--- config.mk ---
export PLATFORM = sky130hd
export DESIGN_NAME = mystic_csr_ctrl
export DESIGN_NICKNAME = d
export VERILOG_FILES = /design/src/rtl/mystic_csr_pkg.sv /design/src/rtl/mystic_csr_alu.sv /design/src/rtl/mystic_csr_ctrl.sv
export SDC_FILE = /design/constraint.sdc
export NUM_CORES = 1
export LEC_CHECK = 0
export BUFFER_PORTS_ARGS = -buffer_cell sky130_fd_sc_hd__clkbuf_2
export CAP_MARGIN = 20
export CORE_AREA = 2 2 174 176
export CTS_CLUSTER_DIAMETER = 80
export CTS_CLUSTER_SIZE = 30
export DETAILED_ROUTE_END_ITERATION = 6
export DIE_AREA = 0 0 176 178
export HOLD_SLACK_MARGIN = 0.03
export PLACE_DENSITY = 0.69
export SLEW_MARGIN = 20
export SYNTH_ARGS = -nofsm -noshare
export SYNTH_HDL_FRONTEND = slang
export SYNTH_SLANG_ARGS = --single-unit
--- constraint.sdc ---
create_clock -name clk_i -period 2.4 [get_ports clk_i]
set_clock_uncertainty 0.2 [all_clocks]
set_input_delay 0.36 -clock clk_i [delete_from_list [all_inputs] [get_ports clk_i]]
set_output_delay 0.36 -clock clk_i [all_outputs]
set_load 0.05 [all_outputs]
--- src/rtl/mystic_csr_pkg.sv ---
// Shared definitions for the CSR controller: op encodings, FSM states, defaults.
package mystic_csr_pkg;

  localparam int RD_LAT_DEF       = 4;
  localparam int CLEAR_CYCLES_DEF = 4096;

  // Instruction op encodings; 101-111 are reserved and treated as READ.
  localparam logic [2:0] OP_READ  = 3'b000;
  localparam logic [2:0] OP_RW    = 3'b001;
  localparam logic [2:0] OP_RS    = 3'b010;
  localparam logic [2:0] OP_RC    = 3'b011;
  localparam logic [2:0] OP_WONLY = 3'b100;

  typedef enum logic [2:0] {
    ST_INIT    = 3'd0,
    ST_IDLE    = 3'd1,
    ST_RWAIT   = 3'd2,
    ST_CAPTURE = 3'd3,
    ST_WRITE   = 3'd4,
    ST_RESP    = 3'd5
  } state_e;

endpackage

--- src/rtl/mystic_csr_alu.sv ---
// Read-modify-write datapath: new CSR value and whether it must be written back.
module mystic_csr_alu
  import mystic_csr_pkg::*;
(
  input  logic [2:0]  op_i,
  input  logic [63:0] old_i,
  input  logic [63:0] wdata_i,
  output logic [63:0] new_o,
  output logic        we_o
);

  // Set/clear with a zero mask leave the CSR untouched, so they skip the write.
  always_comb begin
    new_o = old_i;
    we_o  = 1'b0;
    case (op_i)
      OP_RW: begin
        new_o = wdata_i;
        we_o  = 1'b1;
      end
      OP_RS: begin
        new_o = old_i | wdata_i;
        we_o  = |wdata_i;
      end
      OP_RC: begin
        new_o = old_i & ~wdata_i;
        we_o  = |wdata_i;
      end
      OP_WONLY: begin
        new_o = wdata_i;
        we_o  = 1'b1;
      end
      default: begin
        new_o = old_i;
        we_o  = 1'b0;
      end
    endcase
  end

endmodule

--- src/rtl/mystic_csr_ctrl.sv ---
// CSR access controller: clears the store after reset, then serialises trap
// writes and CSR instructions (read / RMW / write-only) onto a single store port.
//
// Handshake: a request is accepted on a rising edge where valid and ready are
// both high; ready never depends on the same-channel valid. Both readies are
// high only in IDLE, and the instruction channel is held off while a trap
// request is present, so a trap always wins a simultaneous request.
module mystic_csr_ctrl
  import mystic_csr_pkg::*;
#(
  parameter int RD_LAT       = RD_LAT_DEF,
  parameter int CLEAR_CYCLES = CLEAR_CYCLES_DEF
) (
  input  logic        clk_i,
  input  logic        rst_i,
  input  logic        instr_valid_i,
  output logic        instr_ready_o,
  input  logic [2:0]  instr_op_i,
  input  logic [11:0] instr_addr_i,
  input  logic [63:0] instr_wdata_i,
  output logic [63:0] instr_rdata_o,
  output logic        instr_done_o,
  input  logic        trap_valid_i,
  output logic        trap_ready_o,
  input  logic [11:0] trap_addr_i,
  input  logic [63:0] trap_wdata_i,
  output logic        trap_done_o,
  output logic        csr_disable_n_o,
  output logic        csr_we_o,
  output logic [11:0] csr_addr_o,
  output logic [63:0] csr_din_o,
  input  logic [63:0] csr_dout_i,
  output logic        init_done_o,
  output logic        busy_o,
  output state_e      state_o
);

  localparam int CNT_MAX = (CLEAR_CYCLES > RD_LAT) ? CLEAR_CYCLES : RD_LAT;
  localparam int CNT_W   = $clog2(CNT_MAX + 1);
  localparam logic [CNT_W-1:0] CLEAR_LAST = CNT_W'(CLEAR_CYCLES - 1);
  localparam logic [CNT_W-1:0] RD_LAST    = CNT_W'(RD_LAT - 1);

  state_e            state_q, state_d;
  logic [CNT_W-1:0]  cnt_q, cnt_d;
  logic              init_done_q, init_done_d;
  logic              is_trap_q, is_trap_d;
  logic [2:0]        op_q, op_d;
  logic [11:0]       addr_q, addr_d;
  logic [63:0]       wdata_q, wdata_d;
  logic [63:0]       din_q, din_d;
  logic [63:0]       old_q, old_d;
  logic [63:0]       rdata_q, rdata_d;
  logic [63:0]       alu_new;
  logic              alu_we;

  mystic_csr_alu u_alu (
    .op_i    (op_q),
    .old_i   (csr_dout_i),
    .wdata_i (wdata_q),
    .new_o   (alu_new),
    .we_o    (alu_we)
  );

  // Next-state and datapath updates; the counter is shared by the clear and the read wait.
  always_comb begin
    state_d     = state_q;
    cnt_d       = cnt_q;
    init_done_d = init_done_q;
    is_trap_d   = is_trap_q;
    op_d        = op_q;
    addr_d      = addr_q;
    wdata_d     = wdata_q;
    din_d       = din_q;
    old_d       = old_q;
    rdata_d     = rdata_q;
    case (state_q)
      ST_INIT: begin
        if (cnt_q == CLEAR_LAST) begin
          cnt_d       = '0;
          init_done_d = 1'b1;
          state_d     = ST_IDLE;
        end else begin
          cnt_d = cnt_q + CNT_W'(1);
        end
      end
      ST_IDLE: begin
        if (trap_valid_i) begin
          is_trap_d = 1'b1;
          addr_d    = trap_addr_i;
          din_d     = trap_wdata_i;
          state_d   = ST_WRITE;
        end else if (instr_valid_i) begin
          is_trap_d = 1'b0;
          op_d      = instr_op_i;
          addr_d    = instr_addr_i;
          wdata_d   = instr_wdata_i;
          old_d     = '0;
          cnt_d     = '0;
          if (instr_op_i == OP_WONLY) begin
            din_d   = instr_wdata_i;
            state_d = ST_WRITE;
          end else begin
            state_d = (RD_LAT == 0) ? ST_CAPTURE : ST_RWAIT;
          end
        end
      end
      ST_RWAIT: begin
        if (cnt_q == RD_LAST) begin
          cnt_d   = '0;
          state_d = ST_CAPTURE;
        end else begin
          cnt_d = cnt_q + CNT_W'(1);
        end
      end
      ST_CAPTURE: begin
        old_d = csr_dout_i;
        din_d = alu_new;
        if (alu_we) begin
          state_d = ST_WRITE;
        end else begin
          rdata_d = csr_dout_i;
          state_d = ST_RESP;
        end
      end
      ST_WRITE: begin
        if (!is_trap_q) rdata_d = old_q;
        state_d = ST_RESP;
      end
      ST_RESP: begin
        state_d = ST_IDLE;
      end
      default: begin
        state_d = ST_INIT;
      end
    endcase
  end

  // State and datapath registers with synchronous reset.
  always_ff @(posedge clk_i) begin
    if (rst_i) begin
      state_q     <= ST_INIT;
      cnt_q       <= '0;
      init_done_q <= 1'b0;
      is_trap_q   <= 1'b0;
      op_q        <= OP_READ;
      addr_q      <= '0;
      wdata_q     <= '0;
      din_q       <= '0;
      old_q       <= '0;
      rdata_q     <= '0;
    end else begin
      state_q     <= state_d;
      cnt_q       <= cnt_d;
      init_done_q <= init_done_d;
      is_trap_q   <= is_trap_d;
      op_q        <= op_d;
      addr_q      <= addr_d;
      wdata_q     <= wdata_d;
      din_q       <= din_d;
      old_q       <= old_d;
      rdata_q     <= rdata_d;
    end
  end

  assign instr_ready_o   = (state_q == ST_IDLE) && !trap_valid_i;
  assign trap_ready_o    = (state_q == ST_IDLE);
  assign instr_done_o    = (state_q == ST_RESP) && !is_trap_q;
  assign trap_done_o     = (state_q == ST_RESP) && is_trap_q;
  assign instr_rdata_o   = rdata_q;
  assign csr_disable_n_o = (state_q != ST_INIT);
  assign csr_we_o        = (state_q == ST_WRITE);
  assign csr_addr_o      = addr_q;
  assign csr_din_o       = din_q;
  assign init_done_o     = init_done_q;
  assign busy_o          = (state_q != ST_IDLE);
  assign state_o         = state_q;

endmodule
After elaboration in Yosys (flattened, before gate mapping)

Index checks and enable logic that the tools add are counted.

Flip-flop bits (word level): 289
Output and inout bits: 151
Word-level logic and storage cells: 86

Add/sub/neg operators: 1
Eq/ne operators: 21
Muxes and demuxes: 28
Bitwise operators: 4
Reduce and logical (&&, ||, !) cells: 22

Operators by type and width:

| kind                                                              | number |
|---|---|
| 64-bit 2-to-1 mux                                                 | 7 |
| 64-bit one-hot mux with 2 select lines                            | 3 |
| 64-bit one-hot mux with 3 select lines                            | 1 |
| 64-bit bitwise AND                                                | 1 |
| 64-bit inverter                                                   | 1 |
| 64-bit bitwise OR                                                 | 1 |
| 64-bit OR reduction                                               | 1 |
| 13-bit 2-to-1 mux                                                 | 4 |
| 13-bit one-hot mux with 3 select lines                            | 1 |
| 12-bit 2-to-1 mux                                                 | 2 |
| 3-bit one-hot mux with 6 select lines                             | 1 |
| 3-bit AND reduction                                               | 6 |
| 3-bit 2-to-1 mux                                                  | 5 |
| 13-bit by 1-bit adder with 13-bit output, second input constant   | 1 |
| 13-bit by 12-bit == test with 1-bit output, second input constant | 1 |
| 13-bit by 2-bit == test with 1-bit output, second input constant  | 1 |
| 3-bit by 2-bit == test with 1-bit output, second input constant   | 4 |
| 3-bit == test, second input constant                              | 4 |
| 2-bit != test, second input constant                              | 6 |
| 3-bit by 1-bit == test with 1-bit output, second input constant   | 2 |
| 2-bit nonzero test                                                | 3 |
| 3-bit nonzero test                                                | 2 |
| 2-bit AND reduction                                               | 2 |
| 2-bit OR reduction                                                | 2 |
| 9 further kinds                                                   | 14 |

Logic depth before layout (Yosys ltp)

Depth after elaboration: 5
Mapped depth: 10

Modules after synthesis

From an unflattened synthesis, not the netlist that was laid out.

Cell total of the unflattened synthesis: 1,854
Area, all modules: 15,411.0 µm²

Modules (own cells, without submodules):

| module          | times used | cells an instance | area an instance (µm²) | sequential area each (µm²) |
|---|---|---|---|---|
| mystic_csr_ctrl | 1          | 1,397             | 12,172.9               | 5,785.5 |
| mystic_csr_alu  | 1          | 457               | 3,238.1                | 0.0 |

Least setup slack after synthesis

OpenSTA, ideal clock, no wires.

Kind: register to output
Start: reg state_q[0], in the netlist state_o[0]
End: out instr_done_o
Arrival time: 2,630 ps
Data required time: 1,840 ps
Path slack: -790 ps
Cell stages (with the launch flop): 3
Cell sequence: dfxtp_1 > buf_1 > nor4bb_1

Longest elaborated chain between the ends: 2

Ends and longest elaborated chain:

| what                     | line                   | RTL |
|---|---|---|
| start: declaration       | mystic_csr_ctrl.sv:43  | `state_e state_q, state_d;` |
| start signal: assignment | mystic_csr_ctrl.sv:152 | `state_q <= state_d;` |
| 3-bit == test            | mystic_csr_ctrl.sv:167 | `assign instr_done_o = (state_q == ST_RESP) && !is_trap_q;` |
| 1-bit logical AND        | mystic_csr_ctrl.sv:167 |  |
| end: declaration         | mystic_csr_ctrl.sv:22  | `output logic instr_done_o,` |

Every way passes these cells.

Final worst setup path

Start: reg state_q[2], in the netlist state_o[2]
End: out trap_ready_o

Longest elaborated chain between the ends: 1

Ends and longest elaborated chain:

| what                                     | line                   | RTL |
|---|---|---|
| 3-bit by 1-bit == test with 1-bit output | mystic_csr_ctrl.sv:166 | `assign trap_ready_o = (state_q == ST_IDLE);` |
| end: declaration                         | mystic_csr_ctrl.sv:24  | `output logic trap_ready_o,` |

Every way passes these cells.

==> summary.txt <==
Synth
  – Cell accounting for the most synthesized area: dfxtp_1
  – Synthesized area: 13100 um^2
  – Mapped Nets: 1863
  – Post-synth ARST share: 0
  – Number of flops mapped to enable cells by yosys: 0
  – Synth area leaders: dfxtp_1, nor2_1, nand2_1
  – Post-synth top area share: 0.442
  – Post-Syn Instances: between 1500 and 2000
  – Synth Register Bits: between 200 and 300
  – Avg Cell Area, Syn: 7.99 um^2
  – Synth Warn #: 0
  – Distinct cell type count after synthesis: 52
  – Sequential share of the synthesized area: 0.442
  – Synth Flop Type: dfxtp_1

Global routing
  – Initial antenna violation count: 0
  – Vias in the first global route: between 10000 and 15000
  – GR Overflow Total: 0
  – Largest net degree at the start of global routing: 113
  – Gr usage total: 0.295
  – Global-route wire length before repair: 74200 um

Clocking
  – CTS Buf Count: 15
  – CTS tree: built
  – Clk_lat worst skew: 530 ps
  – Clk slew on worst S/H paths: 110 ps
  – Clk buf depth: 3
  – CTS Sinks: 289
  – Depth of the CTS H-tree: 1
  – Root buffer selected by CTS: clkbuf_16

Layout
  – Share of cells above drive strength 1: 0.231
  – Highest-count cells in the layout ignoring fill and taps: clkbuf_2, nor2_1, dfxtp_1
  – Layout Cells excl Fill: 2505
  – FF+latch area: 5800 um^2
  – Final instance area: 17800 um^2
  – Final core occ: 0.604
  – Nets: around 2300
  – Area of the multi-input gates: approximately 6700 um^2
  – Area delta synth->final: 35.6%
  – Filler Cell Count: between 2000 and 3000
  – Antenna Cells: 0
  – Commonest non-fill, non-tap cell in the layout: clkbuf_2

Detailed routing
  – Routed via count: 14300
  – DRT iter0 DRCs: 1377
  – Pre-antenna DRT Iters: 6
  – Final ANT Viol Nets: 0
  – DRC: 0
  – WL per Instance: 19.4 um
  – DR vias/cell: 5.71
  – Post-Route WL: 48700 um

Power
  – Pwr/cell area: 489 nW/um^2
  – Clock power frac: 0.346
  – Comb power frac: 0.101
  – Leakage: about 7.7 nW
  – Pint: 6.48 mW
  – Power after layout: 8.69 mW
  – Seq pwr share: 0.553
  – Switching Share: 0.254
  – Sw power: 2.20 mW
  – Peak supply drop: 441 uV

Worst setup path
  – Worst Path Arrival: 1770 ps
  – Register-to-Register Path Depth: 7
  – RR Endpoint: instr_rdata_o[2]
  – Reg-to-reg setup timing slack: 70 ps
  – CP endpoint kind: output pin
  – Required time of the critical path: 1840 ps
  – CP Max Fanout: 15
  – Crit path kind: register to output pin
  – Crit path launch type: register
  – FF-to-FF Start: wdata_q[30]

Floorplan
  – Die area: 31300 um^2
  – Starting density of the core: 0.446
  – Row count: 63
  – Height of the die: 178 um
  – DIE WIDTH: 176 um
  – Core Footprint: 29400 um^2
  – IO Pins: 374

STA
  – Relative slew margins: 0.478
  – Hold Fails Final Rpt: 0
  – Worst Tran Pin Value: 781 ps
  – Final cycle utilization of the critical path: 0.972
  – Max Fclk: about 430 MHz
  – Tmin final: 2330 ps
  – Pins Over Slew Limit: 0
  – # setup viols final: 0
  – Final setup TNS: 0 ps

Placed design
  – Dpl cells: 2305
  – PortBufs: 373
  – Hpwl dp: 31500 um
  – Placed Area: around 15000 um^2
  – Gpl congestion: 0.855

Hold path
  – Hold WC Path Type: input port to register
  – Hold path cells: 4
  – Hold wc startpoint: trap_valid_i
  – Worst Hold Endpoint: state_o[1]

Job
  – Max-cap viol count: 0

Status
  – Status: finished clean
[cells in the mapped netlist, drive strengths merged, types with 3 or more instances]
library cell and instances:
o22a 64, xnor2 4, o21ai 4, a211oi 14, buf 60, a21oi 72
nor4 19, a22oi 65, and4 3, nor3 68, nand2b 5, nand3 7
nand2 273, a311oi 65, dfxtp 289, clkbuf 83, nor2 359, inv 4
mux2i 77, xor2 10, nand4 7, a31oi 64
[critical path: stages, from the launching register on]
cell      delay, ps
dfxtp_4         470
nand2b_4        230
nand2b_4        180
inv_2            60
buf_4           150
clkbuf_8        170
[sequential cells by signal (all words and copies together), names as in the netlist]
| register | cells |
|---|---|
| csr_din_o | 64 |
| instr_rdata_o | 64 |
| old_q | 64 |
| wdata_q | 64 |
| cnt_q | 13 |
| csr_addr_o | 12 |
| op_q | 3 |
| state_o | 3 |
| init_done_o | 1 |
| is_trap_q | 1 |
[routing by layer]
metal | vias up | share of wire | GRT usage
met3 | 124 | 0.074 | 0.0405
met4 | 0 | 0.039 | 0.118
met2 | 688 | 0.47 | 0.500
met1 | 6796 | 0.42 | 0.381
met5 | - | 0 | 0
li1 | 6692 | - | -
[power by group through the flow]
stage	Sequential, mW	Combinational (mW)	Clock, mW
after floorplan	4.91	0.306	0
after global placement	4.91	0.638	0
after detailed placement	4.91	0.642	0
after CTS	4.80	0.854	3.04
after global routing	4.80	0.942	3.21
final	4.80	0.877	3.01
[kinds of logic (layout without fill, tap and decap cells)]
logic type | count (synthesis) | count (layout) | synth area share
AO/OA/AOI/OAI | 354 | 355 | 0.196
multiplexers | 77 | 77 | 0.0588
adder cells (fa/ha/maj) | 1 | 1 | 0.000955
XOR/XNOR | 14 | 14 | 0.00936
buffers and inverters | 147 | 622 | 0.0553
AND/OR/NAND/NOR | 757 | 757 | 0.237
flip-flops | 289 | 289 | 0.442
[how the worst max path moves through the flow]
stage	depth (start not counted)	end	startpoint
2_1_floorplan	10	op_q[0]	state_o[1]
3_3_place_gp	7	instr_rdata_o[62]	wdata_q[56]
3_5_place_dp	7	instr_rdata_o[55]	wdata_q[56]
4_1_cts	8	instr_rdata_o[62]	wdata_q[48]
5_1_grt	7	instr_rdata_o[2]	wdata_q[4]
6_report	5	trap_ready_o	state_o[2]
[metrics by stage]
stage | hold slack, ps | setup slack (ps)
after detailed placement | 246 | -71.8
after floorplan | 259 | 19.4
after global routing | 81.8 | -12.7
after CTS | 53.0 | 9.81
after global placement | 237 | -67.0
final | 66.2 | 68.4
[area by class of cell]
| class | instances | share of cell area |
|---|---|---|
| Inverter | 4 | 0.000846 |
| Tap cell | 390 | 0.0275 |
| Clock inverter | 10 | 0.00550 |
| Clock buffer | 15 | 0.0211 |
| Timing Repair Buffer | 593 | 0.240 |
| Multi-Input combinational cell | 1204 | 0.379 |
| Sequential cell | 289 | 0.326 |
[what timing repair did]
item,in CTS,in global routing
setup endpoints to repair,67,73
buffers inserted,2,2
hold endpoints to repair,195,0
resized for setup,5,11
hold buffers,168,0
pin swaps,1,3
gates cloned,0,3
Note: power is estimated with default switching activity, not from simulation.
